[config.mk]
export PLATFORM = sky130hd
export DESIGN_NAME = regfile_mp
export DESIGN_NICKNAME = d
export VERILOG_FILES = /design/src/rtl/regfile_pkg.sv /design/src/rtl/regfile_rd_port.sv /design/src/rtl/regfile_mp.sv
export SDC_FILE = /design/constraint.sdc
export NUM_CORES = 2
export LEC_CHECK = 0
export BUFFER_PORTS_ARGS = -buffer_cell sky130_fd_sc_hd__buf_2
export CELL_PAD_IN_SITES_DETAIL_PLACEMENT = 1
export CELL_PAD_IN_SITES_GLOBAL_PLACEMENT = 1
export CORE_MARGIN = 2
export CORE_UTILIZATION = 40
export DETAILED_ROUTE_END_ITERATION = 16
export GPL_TIMING_DRIVEN = 0
export PLACE_DENSITY = 0.72
export RECOVER_POWER = 100
export SYNTH_ARGS = -nofsm -noshare
export SYNTH_HDL_FRONTEND = slang
export SYNTH_SLANG_ARGS = --single-unit
[constraint.sdc]
create_clock -name clock -period 4.6 [get_ports clock]
set_input_delay 0.92 -clock clock [delete_from_list [all_inputs] [get_ports clock]]
set_output_delay 0.92 -clock clock [all_outputs]
set_load 0.02 [all_outputs]
[src/rtl/regfile_pkg.sv]
// regfile_pkg: shared constants, FSM state type and init-pattern helper for regfile_mp.
//   RF_DATA_W_DEF / RF_ADDR_W_DEF / RF_NUM_RD_DEF / RF_INIT_MODE_DEF / RF_DBG_IDX_DEF :
//     default parameter values for the register file.
//   rf_state_e   : initialisation FSM states (RF_INIT, RF_READY).
//   init_pattern : index -> {tens digit, ones digit} read as hex (e.g. 31 -> 8'h31).
package regfile_pkg;

  localparam int unsigned RF_DATA_W_DEF    = 32;
  localparam int unsigned RF_ADDR_W_DEF    = 5;
  localparam int unsigned RF_NUM_RD_DEF    = 2;
  localparam int unsigned RF_INIT_MODE_DEF = 1;
  localparam int unsigned RF_DBG_IDX_DEF   = 10;

  typedef enum logic {
    RF_INIT  = 1'b0,
    RF_READY = 1'b1
  } rf_state_e;

  // Only meaningful for indices 0..99; larger indices keep the low nibble of each digit.
  function automatic logic [7:0] init_pattern(input logic [7:0] idx);
    logic [7:0] tens;
    logic [7:0] ones;
    tens = idx / 8'd10;
    ones = idx % 8'd10;
    return {tens[3:0], ones[3:0]};
  endfunction

endpackage

[src/rtl/regfile_rd_port.sv]
// regfile_rd_port: one combinational read port of regfile_mp.
//   addr      in   read address
//   ready     in   register file initialised; output forced to 0 while low
//   wr_en     in   write enables of the two write ports
//   wr_addr0/1, wr_data0/1 in  write port address/data (used by the bypass only)
//   mem_data  in   stored contents of the addressed register
//   data      out  read data
// Build option: REGFILE_BYPASS_EN forwards same-cycle write data (port 1 wins).
module regfile_rd_port #(
  parameter int unsigned DATA_W = 32,
  parameter int unsigned ADDR_W = 5
) (
  input  logic [ADDR_W-1:0] addr,
  input  logic              ready,
  input  logic [1:0]        wr_en,
  input  logic [ADDR_W-1:0] wr_addr0,
  input  logic [ADDR_W-1:0] wr_addr1,
  input  logic [DATA_W-1:0] wr_data0,
  input  logic [DATA_W-1:0] wr_data1,
  input  logic [DATA_W-1:0] mem_data,
  output logic [DATA_W-1:0] data
);

  logic [DATA_W-1:0] sel_data;

`ifdef REGFILE_BYPASS_EN
  // Address 0 never matches a stored write, and is masked below anyway.
  always_comb begin
    sel_data = mem_data;
    if (wr_en[1] && (wr_addr1 == addr)) begin
      sel_data = wr_data1;
    end else if (wr_en[0] && (wr_addr0 == addr)) begin
      sel_data = wr_data0;
    end
  end
`else
  logic unused_wr;
  assign unused_wr = ^{wr_en, wr_addr0, wr_addr1, wr_data0, wr_data1};
  assign sel_data  = mem_data;
`endif

  assign data = (!ready || (addr == '0)) ? '0 : sel_data;

endmodule

[src/rtl/regfile_mp.sv]
// regfile_mp: multi-port register file with two prioritised write ports, hardwired-zero
// register 0 and a sequenced initialisation engine.
//   clock     in   system clock, rising edge
//   reset     in   asynchronous, active-high
//   init_req  in   pulse; restarts initialisation when sampled in READY
//   rd_addr   in   packed read addresses, port k at [k*ADDR_W +: ADDR_W]
//   rd_data   out  packed read data, same packing
//   wr_en     in   write enables, bit p for write port p (port 1 wins on collision)
//   wr_addr0/1, wr_data0/1 in  write addresses / data
//   ready     out  initialisation complete, ports live
//   dbg_data  out  contents of register DBG_IDX (0 while not ready)
// Build option: REGFILE_BYPASS_EN enables same-cycle write-to-read forwarding.
module regfile_mp
  import regfile_pkg::*;
#(
  parameter int unsigned DATA_W    = RF_DATA_W_DEF,
  parameter int unsigned ADDR_W    = RF_ADDR_W_DEF,
  parameter int unsigned NUM_RD    = RF_NUM_RD_DEF,
  parameter int unsigned INIT_MODE = RF_INIT_MODE_DEF,
  parameter int unsigned DBG_IDX   = RF_DBG_IDX_DEF
) (
  input  logic                     clock,
  input  logic                     reset,
  input  logic                     init_req,
  input  logic [NUM_RD*ADDR_W-1:0] rd_addr,
  output logic [NUM_RD*DATA_W-1:0] rd_data,
  input  logic [1:0]               wr_en,
  input  logic [ADDR_W-1:0]        wr_addr0,
  input  logic [ADDR_W-1:0]        wr_addr1,
  input  logic [DATA_W-1:0]        wr_data0,
  input  logic [DATA_W-1:0]        wr_data1,
  output logic                     ready,
  output logic [DATA_W-1:0]        dbg_data
);

  localparam int unsigned      DEPTH    = 2 ** ADDR_W;
  localparam logic [ADDR_W:0]  LastIdx  = (ADDR_W + 1)'(DEPTH - 1);
  localparam logic [ADDR_W-1:0] DbgAddr = ADDR_W'(DBG_IDX);

  rf_state_e         state_q, state_d;
  logic [ADDR_W:0]   cnt_q, cnt_d;
  logic [DATA_W-1:0] mem_q [DEPTH];
  logic [7:0]        init_idx;
  logic [DATA_W-1:0] init_val;
  logic [1:0]        wr_live;

  always_ff @(posedge clock or posedge reset) begin
    if (reset) begin
      state_q <= RF_INIT;
      cnt_q   <= '0;
    end else begin
      state_q <= state_d;
      cnt_q   <= cnt_d;
    end
  end

  always_comb begin
    state_d = state_q;
    cnt_d   = cnt_q;
    unique case (state_q)
      RF_INIT: begin
        cnt_d = cnt_q + 1'b1;
        if (cnt_q == LastIdx) begin
          state_d = RF_READY;
        end
      end
      RF_READY: begin
        if (init_req) begin
          state_d = RF_INIT;
          cnt_d   = '0;
        end
      end
      default: state_d = RF_INIT;
    endcase
  end

  assign ready    = (state_q == RF_READY);
  assign init_idx = 8'(cnt_q[ADDR_W-1:0]);
  assign init_val = (INIT_MODE == 1) ? DATA_W'(init_pattern(init_idx)) : '0;
  // Writes are dropped during INIT; register 0 is never written by the ports.
  assign wr_live  = ready ? wr_en : 2'b00;

  // Storage is not reset; the INIT sequence defines its contents.
  always_ff @(posedge clock) begin
    if (state_q == RF_INIT) begin
      mem_q[cnt_q[ADDR_W-1:0]] <= init_val;
    end else begin
      if (wr_en[0] && (wr_addr0 != '0)) begin
        mem_q[wr_addr0] <= wr_data0;
      end
      // Issued after port 0 so port 1 wins a same-address collision.
      if (wr_en[1] && (wr_addr1 != '0)) begin
        mem_q[wr_addr1] <= wr_data1;
      end
    end
  end

  for (genvar k = 0; k < NUM_RD; k++) begin : g_rd
    logic [ADDR_W-1:0] addr_k;
    assign addr_k = rd_addr[k*ADDR_W +: ADDR_W];

    regfile_rd_port #(
      .DATA_W (DATA_W),
      .ADDR_W (ADDR_W)
    ) u_rd_port (
      .addr     (addr_k),
      .ready    (ready),
      .wr_en    (wr_live),
      .wr_addr0 (wr_addr0),
      .wr_addr1 (wr_addr1),
      .wr_data0 (wr_data0),
      .wr_data1 (wr_data1),
      .mem_data (mem_q[addr_k]),
      .data     (rd_data[k*DATA_W +: DATA_W])
    );
  end

  assign dbg_data = (ready && (DbgAddr != '0)) ? mem_q[DbgAddr] : '0;

endmodule

==> out/results.ini <==
[worst_setup_path]
worstPathRequired_ns = 3.68
r2r_cells = 6
path_max_fanout = 10
crit_path_end_kind = output port
rrSetupSlack_ns = 0.03
r2r-start = ready$_DFF_PP0_
regToRegEndpoint = mem_q[21][12]$_DFFE_PP_
arrival_ns = 3.89
timing_worst_setup_path_type = reg2out
start_kind = register

[clock_network]
max-clock-path-buffers = 3
h-tree-depth = 3
root_buffer = clkbuf_16
clock_latency_ns = 0.77
cts_buffers = 114
cts_tree = yes
clkSinkCount = 1031
cts_hold_buf = 0
post_cts_buffers = 0
clk_pin_slew_ns = 0.06

[logic_synthesis]
synth_enable_flop_cells = 1024
synth_area_leaders = edfxtp_1, mux4_2, o21ai_0
syn_area_um2 = 59000
synth_area_per_cell_um2 = 12.3
synth_top_area_cell = edfxtp_1
synth_seq_area_share = 0.524
ys_ff_latch = 1031
syn_nets = 4909
syn_inst = 4814
synthFlopType = edfxtp_1
synth_common_cells = edfxtp_1, nand2_1, o21ai_0, mux4_2, clkbuf_1
synth_top_area_frac = 0.521
yosysWarnings = 0
synthArstFlopShare = 0.00679
yosysMostFrequentCell = edfxtp_1
synthDistinctLibCells = 57

[power_and_ir_drop]
p_int_mw = 19.1
total_power_mw = 27.7
p_seq_frac = 0.449
swShare = 0.309
total_leakage_power_nw = 22.5
comb_power_share = 0.214
ir_drop_mv = 0.375
p_switching_mw = 8.56
p_per_area_nw_per_um2 = 417
clkPwrFrac = 0.336

[drt]
wl_per_cell_um = 36.2
met2_length_um = 116000
num_vias = 47700
drcViolationCount = 0
dr_wl_met3_um = 29900
drt_iter0_markers = 6975
avgViaCountPerCell = 6.66
detailedRoute.firstPassIterationCount = 8
wl_met1_um = 91900
top_layer = met5
final_antenna_net_count = 0
wirelength_um = 259000

[floorplan]
core_area_um2 = 146000
ios = 186
placementRows = 140
die_y_um = 388
die_w_um = 388
start_util = 0.404
dieArea_um2 = 151000

[flow_run]
cap_violations = 16

[min_path]
hp-class = in2async

[timing]
hold_viol = 0
fin_setup_tns_ns = -2.95
fin_worst_skew_ns = 0.0322
drv_slew = 191
max_slew_margin = -0.711
post-route-period-util = 1.05
rsz0062_at_grt = yes
tightest_slew_ns = 2.55
fmax_mhz = 208
setup_viol_count_final = 39
fin_crit_ns = 4.81
whs_ns = 0.0972
layout_setup_ws_ns = -0.209

[grt]
grt_max_degree = 31
grt_pass1_vias = 49000
antenna_found_initial = 8
grt_pass1_wl_um = 358000
gr-total-overflow = 0
grt_usage = 0.337

[place]
gp_congestion = 0.959
dp_slack_ns = -0.735
io_buffers = 182
dp_cells = 6945
hpwl_um = 195000

[run_status]
violations = capacitance limit, slew limit, setup timing
outcome = complete, but fails checks

[final_layout]
final_cells = 7162
drive_above_1_share = 0.208
final_net_count = 5239
areaGrowthSynthToFinish_pct = 12.5

==> cell type report <==
cell class | count | area [um2]
antenna | 5 | 12.5
buffer | 571 | 2540
clock buffer | 140 | 2970
clock inverter | 72 | 636
fill | 15400 | 79600
inverter | 40 | 150
multi-input combinational | 3172 | 25700
sequential | 1031 | 30900
tap | 1917 | 2400
timing repair buffer | 214 | 1150
==> cells in the final DEF (no fill, tap or decap), drive strengths merged, types with 11 or more instances in the layout <==
master | netlist | layout
edfxtp | 1024 | 1024
bufinv | 0 | 11
nor2 | 173 | 173
buf | 233 | 291
clkbuf | 338 | 623
nand2 | 935 | 935
mux4 | 512 | 512
and2 | 37 | 37
mux2i | 258 | 258
a21oi | 135 | 135
inv | 40 | 45
clkinv | 0 | 54
o22a | 64 | 64
o221ai | 65 | 65
o21ai | 910 | 910
==> worst max-delay path, stage by stage (launching register included) <==
cell      delay, ns
dfrtp_1        0.40
buf_2          0.31
buf_2          0.36
nand3_2        0.43
clkbuf_1       0.54
o221ai_1       0.80
buf_2          0.30
==> metal layers <==
| metal | GRT usage | up-vias |
|---|---|---|
| met3 | 0.0842 | 797 |
| met2 | 0.519 | 3338 |
| li1 | - | 19000 |
| met4 | 0.229 | 6 |
| met5 | 0 | - |
| met1 | 0.420 | 24500 |
==> sequential cells by signal, indices dropped and copies added (netlist names) <==
signal,count
ready,1
cnt_q,6
mem_q,1024
==> power by group through the flow <==
stage          clock network (mW)  registers [mW]  logic (mW)
2_1_floorplan                   0            12.4        3.62
3_3_place_gp                    0            12.7        5.56
3_5_place_dp                    0            12.6        6.15
4_1_cts                      9.23            12.4        6.19
5_1_grt                      9.57            12.5        6.18
6_report                     9.31            12.4        5.93
==> logic make-up after synthesis <==
family / after synthesis / share of synthesized area
buffers and inverters: 611 / 0.0435
AOI/OAI and AO/OA: 1204 / 0.112
and+or+nand+nor: 1192 / 0.0799
muxes: 770 / 0.239
DFF: 1031 / 0.524
adders and majority gates: 6 / 0.00127
==> worst max-delay path by stage <==
stage,from,to,slack (ns),cells past startpoint
finish,ready$_DFF_PP0_,rd_data[9],-0.21,6
global route,rd_addr[2],rd_data[20],-0.05,8
CTS,rd_addr[6],rd_data[41],0.003,8
detailed placement,rd_addr[7],rd_data[44],-0.74,7
global placement,wr_addr0[1],mem_q[29][23]$_DFFE_PP_,-3.62,6
floorplan,wr_addr0[4],mem_q[10][0]$_DFFE_PP_,-0.15,4
==> stage by stage <==
step	util	area, um2
6_report	0.455	66400
5_1_grt	0.455	66400
4_1_cts	0.460	67200
3_5_place_dp	0.434	63400
3_3_place_gp	0.427	62300
2_1_floorplan	-	59000
==> what timing repair did <==
item,4_1_cts,5_1_grt
resized for setup,94,39
pin swaps,0,0
endpoints found under the setup margin,72,24
gates cloned,0,0
Note: power is estimated with default switching activity, not from simulation.
